===== config.mk =====
export PLATFORM = sky130hd
export DESIGN_NAME = control_unit
export DESIGN_NICKNAME = d
export VERILOG_FILES = /design/src/rtl/control_unit_pkg.sv /design/src/rtl/cu_decode.sv /design/src/rtl/control_unit.sv
export SDC_FILE = /design/constraint.sdc
export NUM_CORES = 1
export LEC_CHECK = 0
export CAP_MARGIN = 20
export CORE_UTILIZATION = 51
export DETAILED_ROUTE_END_ITERATION = 12
export DONT_BUFFER_PORTS = 1
export PLACE_DENSITY = 0.65
export SLEW_MARGIN = 20
export SYNTH_ARGS = -nofsm -noshare
export SYNTH_HDL_FRONTEND = slang
export SYNTH_SLANG_ARGS = --single-unit

===== constraint.sdc =====
create_clock -name clk -period 2.27 [get_ports clk]
set_clock_uncertainty 0.1 [all_clocks]
set_input_delay 0.5675 -clock clk [delete_from_list [all_inputs] [get_ports clk]]
set_output_delay 0.5675 -clock clk [all_outputs]
set_load 0.01 [all_outputs]

===== src/rtl/control_unit_pkg.sv =====
// Shared opcode map, flag indices and FSM state type for the control unit.
// Built with or without CU_MEM_WAIT_EN (memory wait states).
package control_unit_pkg;

    typedef enum logic [2:0] {
        IDLE,
        FETCH_OP,
        FETCH_OPER,
        READ_MEM,
        EXEC,
        STORE,
        HALT
    } cu_state_t;

    localparam int CARRY = 0;
    localparam int OV    = 1;
    localparam int ZERO  = 2;
    localparam int NEG   = 3;

    localparam int   ALU_OPER2_BIT = 0;
    localparam int   MOV_OPER2_BIT = 0;
    localparam logic OPER2_X       = 1'b1;

    // Low opcode bit selects immediate (0) or memory (1) operand.
    localparam logic [7:0] OP_LOAD_I  = 8'h10;
    localparam logic [7:0] OP_LOAD_X  = 8'h11;
    localparam logic [7:0] OP_ADD_I   = 8'h20;
    localparam logic [7:0] OP_ADD_X   = 8'h21;
    localparam logic [7:0] OP_SUB_I   = 8'h22;
    localparam logic [7:0] OP_SUB_X   = 8'h23;
    localparam logic [7:0] OP_AND_I   = 8'h24;
    localparam logic [7:0] OP_AND_X   = 8'h25;
    localparam logic [7:0] OP_OR_I    = 8'h26;
    localparam logic [7:0] OP_OR_X    = 8'h27;
    localparam logic [7:0] OP_XOR_I   = 8'h28;
    localparam logic [7:0] OP_XOR_X   = 8'h29;
    localparam logic [7:0] OP_STORE_X = 8'h31;
    localparam logic [7:0] OP_JMP     = 8'h40;
    localparam logic [7:0] OP_JZ      = 8'h41;
    localparam logic [7:0] OP_JC      = 8'h42;
    localparam logic [7:0] OP_JN      = 8'h43;
    localparam logic [7:0] OP_JV      = 8'h44;
    localparam logic [7:0] OP_HALT    = 8'hFE;
    localparam logic [7:0] OP_NOP     = 8'hFF;

endpackage


===== src/rtl/cu_decode.sv =====
// Combinational opcode classification and jump condition evaluation.
// Undefined opcodes classify as nothing and behave like NOP.
module cu_decode
    import control_unit_pkg::*;
#(
    parameter int WIDTH = 8
) (
    input  logic [WIDTH-1:0] op,
    input  logic [3:0]       flags,
    output logic             is_alu_x,
    output logic             is_alu_i,
    output logic             is_store,
    output logic             is_halt,
    output logic             is_jump,
    output logic             jump_taken
);

    logic [7:0] opc;
    logic       alu_grp;
    logic       mov_grp;

    assign opc     = op[7:0];
    assign alu_grp = (opc[7:4] == 4'h2) && (opc[3:1] <= 3'd4);
    assign mov_grp = (opc[7:1] == OP_LOAD_I[7:1]);

    always_comb begin
        is_alu_x = 1'b0;
        is_alu_i = 1'b0;
        is_store = 1'b0;
        is_halt  = 1'b0;
        unique case (1'b1)
            alu_grp: begin
                is_alu_x = (opc[ALU_OPER2_BIT] == OPER2_X);
                is_alu_i = (opc[ALU_OPER2_BIT] != OPER2_X);
            end
            mov_grp: begin
                is_alu_x = (opc[MOV_OPER2_BIT] == OPER2_X);
                is_alu_i = (opc[MOV_OPER2_BIT] != OPER2_X);
            end
            (opc == OP_STORE_X): is_store = 1'b1;
            (opc == OP_HALT):    is_halt  = 1'b1;
            default: ;
        endcase
    end

    always_comb begin
        is_jump    = 1'b1;
        jump_taken = 1'b0;
        unique case (opc)
            OP_JMP:  jump_taken = 1'b1;
            OP_JZ:   jump_taken = flags[ZERO];
            OP_JC:   jump_taken = flags[CARRY];
            OP_JN:   jump_taken = flags[NEG];
            OP_JV:   jump_taken = flags[OV];
            default: is_jump    = 1'b0;
        endcase
    end

endmodule


===== src/rtl/control_unit.sv =====
// Two-byte instruction sequencer driving a unified program/data memory.
// Define CU_MEM_WAIT_EN to stall memory states until mem_ready.
module control_unit
    import control_unit_pkg::*;
#(
    parameter int WIDTH      = 8,
    parameter int ADDR_WIDTH = 8
) (
    input  logic                  clk,
    input  logic                  arst_n,
    output logic [ADDR_WIDTH-1:0] mem_addr,
    output logic                  mem_rd,
    output logic                  mem_wr,
    input  logic [WIDTH-1:0]      mem_rdata,
    output logic [WIDTH-1:0]      mem_wdata,
    input  logic                  mem_ready,
    input  logic [WIDTH-1:0]      AR,
    input  logic [3:0]            Flags,
    output logic [WIDTH-1:0]      IR,
    output logic [WIDTH-1:0]      IBR,
    output logic [WIDTH-1:0]      MBR,
    output logic                  Exec,
    output logic [ADDR_WIDTH-1:0] PC,
    output logic                  halted
);

    cu_state_t             state;
    cu_state_t             nxt;
    logic                  adv;
    logic                  is_alu_x;
    logic                  is_alu_i;
    logic                  is_store;
    logic                  is_halt;
    logic                  is_jump;
    logic                  jump_taken;
    logic [ADDR_WIDTH-1:0] ibr_addr;
    logic [ADDR_WIDTH-1:0] jmp_tgt;
    logic [ADDR_WIDTH-1:0] pc_inc;

`ifdef CU_MEM_WAIT_EN
    assign adv = mem_ready;
`else
    logic unused_ready;
    assign adv          = 1'b1;
    assign unused_ready = mem_ready;
`endif

    assign ibr_addr  = ADDR_WIDTH'(IBR);
    assign jmp_tgt   = ADDR_WIDTH'(mem_rdata);
    assign pc_inc    = PC + ADDR_WIDTH'(1);
    assign mem_wdata = AR;

    cu_decode #(.WIDTH(WIDTH)) u_decode (
        .op         (IR),
        .flags      (Flags),
        .is_alu_x   (is_alu_x),
        .is_alu_i   (is_alu_i),
        .is_store   (is_store),
        .is_halt    (is_halt),
        .is_jump    (is_jump),
        .jump_taken (jump_taken)
    );

    always_ff @(posedge clk or negedge arst_n) begin
        if (!arst_n) state <= IDLE;
        else         state <= nxt;
    end

    always_comb begin
        nxt = state;
        unique case (state)
            IDLE:     nxt = FETCH_OP;
            FETCH_OP: if (adv) nxt = FETCH_OPER;
            FETCH_OPER: begin
                if (adv) begin
                    if (is_alu_x)      nxt = READ_MEM;
                    else if (is_alu_i) nxt = EXEC;
                    else if (is_store) nxt = STORE;
                    else if (is_halt)  nxt = HALT;
                    else               nxt = FETCH_OP;
                end
            end
            READ_MEM: if (adv) nxt = EXEC;
            EXEC:     nxt = FETCH_OP;
            STORE:    if (adv) nxt = FETCH_OP;
            HALT:     nxt = HALT;
            default:  nxt = IDLE;
        endcase
    end

    always_comb begin
        mem_rd   = 1'b0;
        mem_wr   = 1'b0;
        Exec     = 1'b0;
        halted   = 1'b0;
        mem_addr = PC;
        unique case (state)
            FETCH_OP, FETCH_OPER: mem_rd = 1'b1;
            READ_MEM: begin
                mem_rd   = 1'b1;
                mem_addr = ibr_addr;
            end
            STORE: begin
                mem_wr   = 1'b1;
                mem_addr = ibr_addr;
            end
            EXEC:    Exec   = 1'b1;
            HALT:    halted = 1'b1;
            default: ;
        endcase
    end

    // Registers only move on a completed memory access.
    always_ff @(posedge clk or negedge arst_n) begin
        if (!arst_n) begin
            PC  <= '0;
            IR  <= '0;
            IBR <= '0;
            MBR <= '0;
        end else if (adv) begin
            case (state)
                FETCH_OP: begin
                    IR <= mem_rdata;
                    PC <= pc_inc;
                end
                FETCH_OPER: begin
                    IBR <= mem_rdata;
                    PC  <= (is_jump && jump_taken) ? jmp_tgt : pc_inc;
                end
                READ_MEM: MBR <= mem_rdata;
                default: ;
            endcase
        end
    end

endmodule

* After elaboration in Yosys (flattened, before gate mapping)
Cells that the tools add are included.
Storage, ports and cells: bits of input ports 23, output and inout port bits 52, bits in registers 35
Cells by class: reductions and logical operators 9, bitwise logic cells 1, $lt $le $gt $ge 1, add/sub/neg operators 1, eq/ne operators 15, multiplexer cells 18
Operators by type and width (count):
- 8-bit by 7-bit equality test with 1-bit output (second input constant) | 5
- 8-bit two-way mux | 2
- 8-bit one-hot mux with 2 select lines | 1
- 3-bit one-hot mux with 5 select lines | 1
- 3-bit two-way mux | 4
- 3-bit equality test (second input constant) | 3
- 1-bit two-way mux | 9
- 8-bit by 1-bit adder with 8-bit output (second input constant) | 1
- 8-bit by 6-bit equality test with 1-bit output (second input constant) | 1
- 8-bit equality test (second input constant) | 1
- 7-bit by 4-bit equality test with 1-bit output (second input constant) | 1
- 3-bit by 2-bit equality test with 1-bit output (second input constant) | 2
- 3-bit OR reduction | 2
- 1-bit one-hot mux with 5 select lines | 1
- 5-bit OR reduction | 1
- 4-bit by 2-bit equality test with 1-bit output (second input constant) | 1
- 2-bit OR reduction | 2
- 3-bit by 1-bit equality test with 1-bit output (second input constant) | 1
- 3-bit less-or-equal comparator (second input constant) | 1
- 3-bit logical NOT | 1
- 1-bit logical AND | 2
- 2-bit nonzero test | 1
- 1-bit inverter | 1

* Logic depth before layout (Yosys ltp)
Gate-level depths: netlist (run 1).
depth in word-level cells 7, gate-level depth with buffers 8, depth with buffers taken out 5

* Cells and area by module
A second synthesis (run 1) with hierarchy kept.
Second synthesis, totals: cell total of the unflattened synthesis 180, area, all modules 1930.6 um2
Modules (own cells, without submodules):
- control_unit | seq. area each 875.8 um2, area an instance 1780.5 um2, cells each 153, instances 1
- cu_decode | seq. area each 0.0 um2, area an instance 150.1 um2, cells each 27, instances 1

* Worst setup path after synthesis (run 1)
Ideal clock, no wire load.
path kind register to output, start point register state[1], end point output mem_addr[0], cell stages (with the launch flop) 6, setup slack 0.055 ns, arrival 1.547 ns, buffers on the path 2, cells stage by stage dfrtp_1 > buf_4 > nor3b_1 > a21o_1 > buf_2 > mux2_2
On the way: longest elaborated chain between the ends 3
RTL lines:
- start: declaration | line control_unit.sv:27 | cu_state_t state;
- start signal: assignment | line control_unit.sv:66 | else state <= nxt;
- 3-bit equality test / 3-bit by 2-bit equality test with 1-bit output (equally long branches) | line control_unit.sv:97 | unique case (state)
- 2-bit OR reduction (no line) (*)
- 8-bit two-way mux (*) | line control_unit.sv:97
- end: declaration | line control_unit.sv:11 | output logic [ADDR_WIDTH-1:0] mem_addr,
Mark *: on every way between the ends. The rest lies on a longest branch, timed or not.

* Final worst setup path (run 1)
start point register state[0], end point output mem_addr[2]
The elaborated chain is that of the path after synthesis.

==> reports/results.txt, run 1 <==
status -> finished, final reports clean
CTS Buf Count -> 5
Worst-Margin Slew -> 0.4874 ns
placed cell count -> 210
global route total overflow -> 0
DRT antenna net count -> 0
CP Capture Point -> mem_addr[2]
max-slew violations -> 0
TritonCTS clock tree -> built
H-tree level count -> 2
DRT iter0 DRCs -> 72
Setup TNS -> 0 ns
Final Cycle Share -> 0.9981
first-pass GRT wire length -> 6955 um
Detailed Place HPWL -> 2902 um
final cell count without fillers -> 225
Synth top area share -> 0.4692
syn_area_per_cell -> 10.85 um^2
Clock Tree Buf Depth -> 2
FF-to-FF path depth -> 6
CP required -> 1.60 ns
post-layout util -> 0.6092
initial core utilization -> 0.5465
WL per Instance -> 18.45 um
R2R Path Start -> state[2]
fmax -> 441.4 MHz
Final Cell Area -> 2081 um^2
Clock Latency Late Sink -> 0.34 ns
Die H -> 62.50 um
Cells after Synth -> 172
# DRC -> 0
max cap viols -> 0
Hold Crit Class -> in2reg
drt total wl -> 4152 um
Layout Area Growth over Synthesis -> 11.46%
total power -> 3.483 mW
Clock Sinks -> 35
Levels on crit path -> 5
layout net count -> 202
slowest stage delay, CP -> 0.37 ns
drt pass-1 iters -> 4
core footprint -> 3416 um^2
largest cells by area after synthesis -> dfrtp_1 (47%), mux2_2 (17%), buf_4 (4.0%)
setup violators final -> 0
total global-route track usage -> 0.2274
number of synthesized register bits -> 35
I/O pin total -> 75
top cell family by delay on the critical path -> flip-flops
share of layout cells above drive strength 1 -> 0.3464
Worst Hold Depth -> 2
largest net degree at the start of global routing -> 36
Leak -> 0.9019 nW
crit path capture type -> output pin
Setup crit start kind -> flop
area leader, netlist -> dfrtp_1
Port Buf Inserts -> 0
fillcell total -> 288
Yosys cell types -> 37
RSZ-0062 raised after global routing -> yes
final hold violations -> 0
crit path cell chain -> inv_2 -> nor3b_2 -> a21o_1 -> buf_12 -> mux2_4
Buf/Inv on CP -> 2
Seq/Total Area, Yosys -> 0.4692
Antenna diodes -> 0
Critical Path Fanout Max -> 8
Die ar. -> 3906 um^2
Vias/cell -> 6.120
Vias -> 1377
crit path from -> state[0]
PwrDens -> 1674 nW/um^2
gpl congestion -> 0.8200
Crit Path Class -> reg2out
Die Wd -> 62.50 um
Post-Syn Area -> 1867 um^2
root buf cell -> clkbuf_4
VDD IR max -> 0.8573 mV
vias in the first global route -> 1475
Tmin final -> 2.266 ns
slowest CP cell -> dfrtp_1
max_slew headroom -> 0.6738
Post-Place Cell Area -> 1889 um^2
std cell rows -> 21
clock slew at the register clock pins of the worst setup and hold paths -> 0.11 ns
antenna violations before repair -> 0
reg2reg end -> PC[2]
worst endpoint data arrival time -> 1.60 ns
YS warnings -> 0
reg-to-reg slack, setup -> 0.30 ns
net count after synthesis -> 196
kinds of logic after synthesis:
group / count (synthesis) / share of synthesized area
AND/OR/NAND/NOR: 54 / 0.1508
adder cells (fa/ha/maj): 1 / 0.006701
multiplexers: 33 / 0.2017
flip-flops: 35 / 0.4692
AO/OA/AOI/OAI: 28 / 0.1039
buffers and inverters: 21 / 0.06769
sequential cells by signal, summed over array words and instances, names as in the netlist:
| register | flops |
|---|---|
| MBR | 8 |
| state | 3 |
| IR | 8 |
| IBR | 8 |
| PC | 8 |
where the power goes:
part	switching (mW)	internal, mW	total, mW
Clock	0.208	0.260	0.468
Combinational	0.729	0.836	1.57
Sequential	0.514	0.936	1.45
Total	1.45	2.03	3.48
area by class of cell:
class	count	area (um^2)	share of cell area
Clock buffer	6	51.30	0.02465
Clock inverter	2	35.03	0.01684
Inverter	5	18.77	0.009020
Multi-Input combinational cell	116	902.1	0.4336
Sequential cell	35	875.8	0.4209
Tap cell	46	57.56	0.02766
Timing Repair Buffer	15	140.1	0.06735
metal layers:
layer / share of wire / GRT usage / vias to the layer above
li1: - / - / 623
met1: 0.43 / 0.2784 / 689
met2: 0.48 / 0.3533 / 55
met3: 0.074 / 0.08394 / 10
met4: 0.017 / 0.1105 / 0
met5: 0 / 0 / -
how the worst min path moves through the flow:
stage	start	endpoint	slack [ns]
finish	mem_rdata[5]	IR[5]	0.25
global route	mem_rdata[0]	IR[0]	0.23
CTS	mem_rdata[5]	IR[5]	0.23
detailed placement	arst_n	state[1]	0.17
global placement	arst_n	state[0]	0.17
floorplan	arst_n	IBR[0]	0.17
placed cells by master, fill, tap and decap left out, drive strengths merged:
| cell type | n |
|---|---|
| dfrtp | 35 |
| mux2 | 31 |
| nand2 | 15 |
| buf | 14 |
| o21ai | 10 |
| nor2 | 9 |
| nand3 | 6 |
| a21oi | 6 |
| clkbuf | 6 |
| nor3 | 5 |
| inv | 5 |
| nor3b | 4 |
| nand2b | 3 |
| and2 | 3 |
| o211ai | 3 |
| o22a | 3 |
| and3 | 2 |
| nand4 | 2 |
| mux2i | 2 |
| o22ai | 1 |
| or3b | 1 |
| nand4b | 1 |
| a31o | 1 |
| nor4 | 1 |
| o311a | 1 |
| a21o | 1 |
| o2111a | 1 |
| or2 | 1 |
| o311ai | 1 |
| and4 | 1 |
| ha | 1 |
| bufinv | 1 |
| clkinv | 1 |
| dlygate4sd3 | 1 |
what timing repair did:
action	4_1_cts	5_1_grt
pin swaps	1	1
resized for setup	11	0
buffers inserted	4	1
hold buffers	2	0
setup endpoints to repair	8	8
endpoints found under the hold margin	35	0
metrics by stage:
step / hold slack, ns / setup slack, ns
2_1_floorplan: 0.1719 / 0.05529
3_3_place_gp: 0.1730 / 0.3025
3_5_place_dp: 0.1729 / 0.2893
4_1_cts: 0.2332 / -0.01285
5_1_grt: 0.2319 / -0.09139
6_report: 0.2518 / 0.004394
cells in the mapped netlist:
cell type / instances
dfrtp_1: 35
mux2_2: 29
nand2_1: 15
buf_4: 10
nor2_1: 9
o21ai_0: 9
a21oi_1: 6
nand3_1: 6
inv_1: 5
nor3_1: 5
and2_1: 3
nand2b_1: 3
nor3b_1: 3
o211ai_1: 3
o22a_1: 3
and3_1: 2
buf_2: 2
clkbuf_1: 2
mux2_4: 2
mux2i_1: 2
nand4_1: 2
a21o_1: 1
a31o_2: 1
and4_1: 1
buf_1: 1
buf_6: 1
ha_1: 1
nand4b_1: 1
nor3b_2: 1
nor4_1: 1
o2111a_2: 1
o21ai_4: 1
o22ai_1: 1
o311a_1: 1
o311ai_0: 1
or2_2: 1
or3b_2: 1
(Power assumes the default switching activity.)
==> run 2, diff against run 1 <==
- GPL_TIMING_DRIVEN: unset -> 0
- HOLD_SLACK_MARGIN: unset -> 0.08
- SKIP_CTS_REPAIR_TIMING: unset -> 1
==> run 2 against run 1 <==
Compared with the run above:
- the flow now finishes with violations (negative setup slack)
- design area grew 2.1%
- fmax fell by 6.0%
- critical path depth stayed put
- die area unchanged
- first-iteration DRC count fell by 25%
- sequential power is essentially flat
- via count up 1.3%
- critical endpoint is now mem_addr[4]
==> reports/results.txt, run 2 (synthesis gave the netlist of run 1 again) <==
placed cell count -> 218
Leak -> 0.9213 nW
share of layout cells above drive strength 1 -> 0.3583
max_slew headroom -> 0.6941
Worst Hold Depth -> 2
most frequent cells in the layout -> dfrtp_1 (34), mux2_2 (21), nand2_1 (15), buf_4 (13), mux2_4 (10)
Die ar. -> 3906 um^2
Worst-Margin Slew -> 0.4588 ns
Setup crit start kind -> flop
Antenna diodes -> 0
max-slew violations -> 0
Setup TNS -> -1.055 ns
fmax -> 414.9 MHz
# DRC -> 0
Die Wd -> 62.50 um
Post-Place Cell Area -> 1924 um^2
CP required -> 1.60 ns
setup violators final -> 8
Clock Tree Buf Depth -> 2
Final Cycle Share -> 1.062
crit path cell chain -> inv_1 -> nor3b_4 -> a21o_1 -> buf_6 -> mux2_4
HP Start -> mem_rdata[5]
Crit Path Class -> reg2out
largest net degree at the start of global routing -> 36
root buf cell -> clkbuf_4
Die H -> 62.50 um
layout net count -> 210
antenna violations before repair -> 0
TritonCTS clock tree -> built
global route total overflow -> 0
worst endpoint data arrival time -> 1.74 ns
failing checks -> negative setup slack
VDD IR max -> 0.6878 mV
Port Buf Inserts -> 0
CTS Buf Count -> 5
Clock Latency Late Sink -> 0.34 ns
slowest CP cell -> dfrtp_2
total global-route track usage -> 0.2240
Hold Crit Class -> in2reg
drt total wl -> 4211 um
gpl congestion -> 0.8144
R2R Path Start -> state[1]
slowest stage delay, CP -> 0.39 ns
DRT iter0 DRCs -> 54
WL per Instance -> 18.07 um
vias in the first global route -> 1352
hold endpoint -> IR[5]
H-tree level count -> 2
Tmin final -> 2.410 ns
Final Cell Area -> 2125 um^2
initial core utilization -> 0.5465
status -> finished with violations
DRT antenna net count -> 0
max cap viols -> 0
reg-to-reg slack, setup -> 0.15 ns
I/O pin total -> 75
commonest non-fill, non-tap cell in the layout -> dfrtp_1
final cell count without fillers -> 233
reg2reg end -> PC[3]
FF-to-FF path depth -> 8
core footprint -> 3416 um^2
final worst slack -> -0.1401 ns
std cell rows -> 21
PwrDens -> 1608 nW/um^2
clock slew at the register clock pins of the worst setup and hold paths -> 0.11 ns
Vias -> 1395
final hold violations -> 0
first-pass GRT wire length -> 6637 um
Layout Area Growth over Synthesis -> 13.81%
crit path capture type -> output pin
Clock Sinks -> 35
RSZ-0062 raised after global routing -> yes
Vias/cell -> 5.987
Critical Path Fanout Max -> 8
Detailed Place HPWL -> 2889 um
fillcell total -> 302
drt pass-1 iters -> 4
==> run 2: cell count changes in the layout (fill, tap and decap cells not counted), sizes merged <==
| cell | previous run | this run |
|---|---|---|
| clkbuf | 6 | 10 |
| clkinv | 1 | 0 |
| buf | 14 | 20 |
| bufinv | 1 | 0 |
==> run 2: power by group <==
part	internal (mW)	switching (mW)	leakage (nW)	total, mW
combinational	0.826	0.750	0.477	1.58
sequential	0.937	0.514	0.406	1.45
clock	0.182	0.208	0.0386	0.390
total	1.95	1.47	0.921	3.42
==> run 2: routing by layer <==
metal | GRT usage | share of wire
met5 | 0 | 0
met3 | 0.07664 | 0.077
met4 | 0.08721 | 0.017
met2 | 0.3519 | 0.49
met1 | 0.2842 | 0.42
==> run 2: layout make-up <==
class	instances	area [um^2]	area share
tap	46	57.56	0.02709
multi-input combinational	116	913.4	0.4299
sequential	35	877.1	0.4128
clock buffer	8	68.82	0.03239
timing repair buffer	7	67.56	0.03180
inverter	5	18.77	0.008834
buffer	16	121.4	0.05713
==> run 2: how the worst max path moves through the flow <==
stage	start	to	slack, ns	depth (start not counted)
after floorplan	state[1]	mem_addr[0]	0.06	5
after global placement	state[0]	mem_addr[4]	-0.11	5
after detailed placement	state[0]	mem_addr[5]	-0.13	5
after CTS	state[0]	mem_addr[5]	-0.52	5
after global routing	state[1]	mem_addr[3]	-0.22	5
final	state[0]	mem_addr[4]	-0.14	5
==> run 2: metrics by stage <==
step	util	hold WS [ns]	total power [mW]	setup WS [ns]
detailed placement	0.5634	0.1729	2.806	-0.1344
global route	0.6220	0.2431	3.658	-0.2220
floorplan	-	0.1719	2.494	0.05529
finish	0.6220	0.2459	3.417	-0.1401
global placement	0.5634	0.1730	2.737	-0.1126
CTS	0.5835	-0.2074	3.204	-0.5239
==> run 2: critical path: cells and delay by family, from the launching register on <==
| kind | cells | cell delay, ns |
|---|---|---|
| flip-flops | 1 | 0.39 |
| multiplexers | 1 | 0.34 |
| AND/OR/NAND/NOR | 1 | 0.27 |
| buffers and inverters | 2 | 0.26 |
| AO/OA/AOI/OAI | 1 | 0.13 |
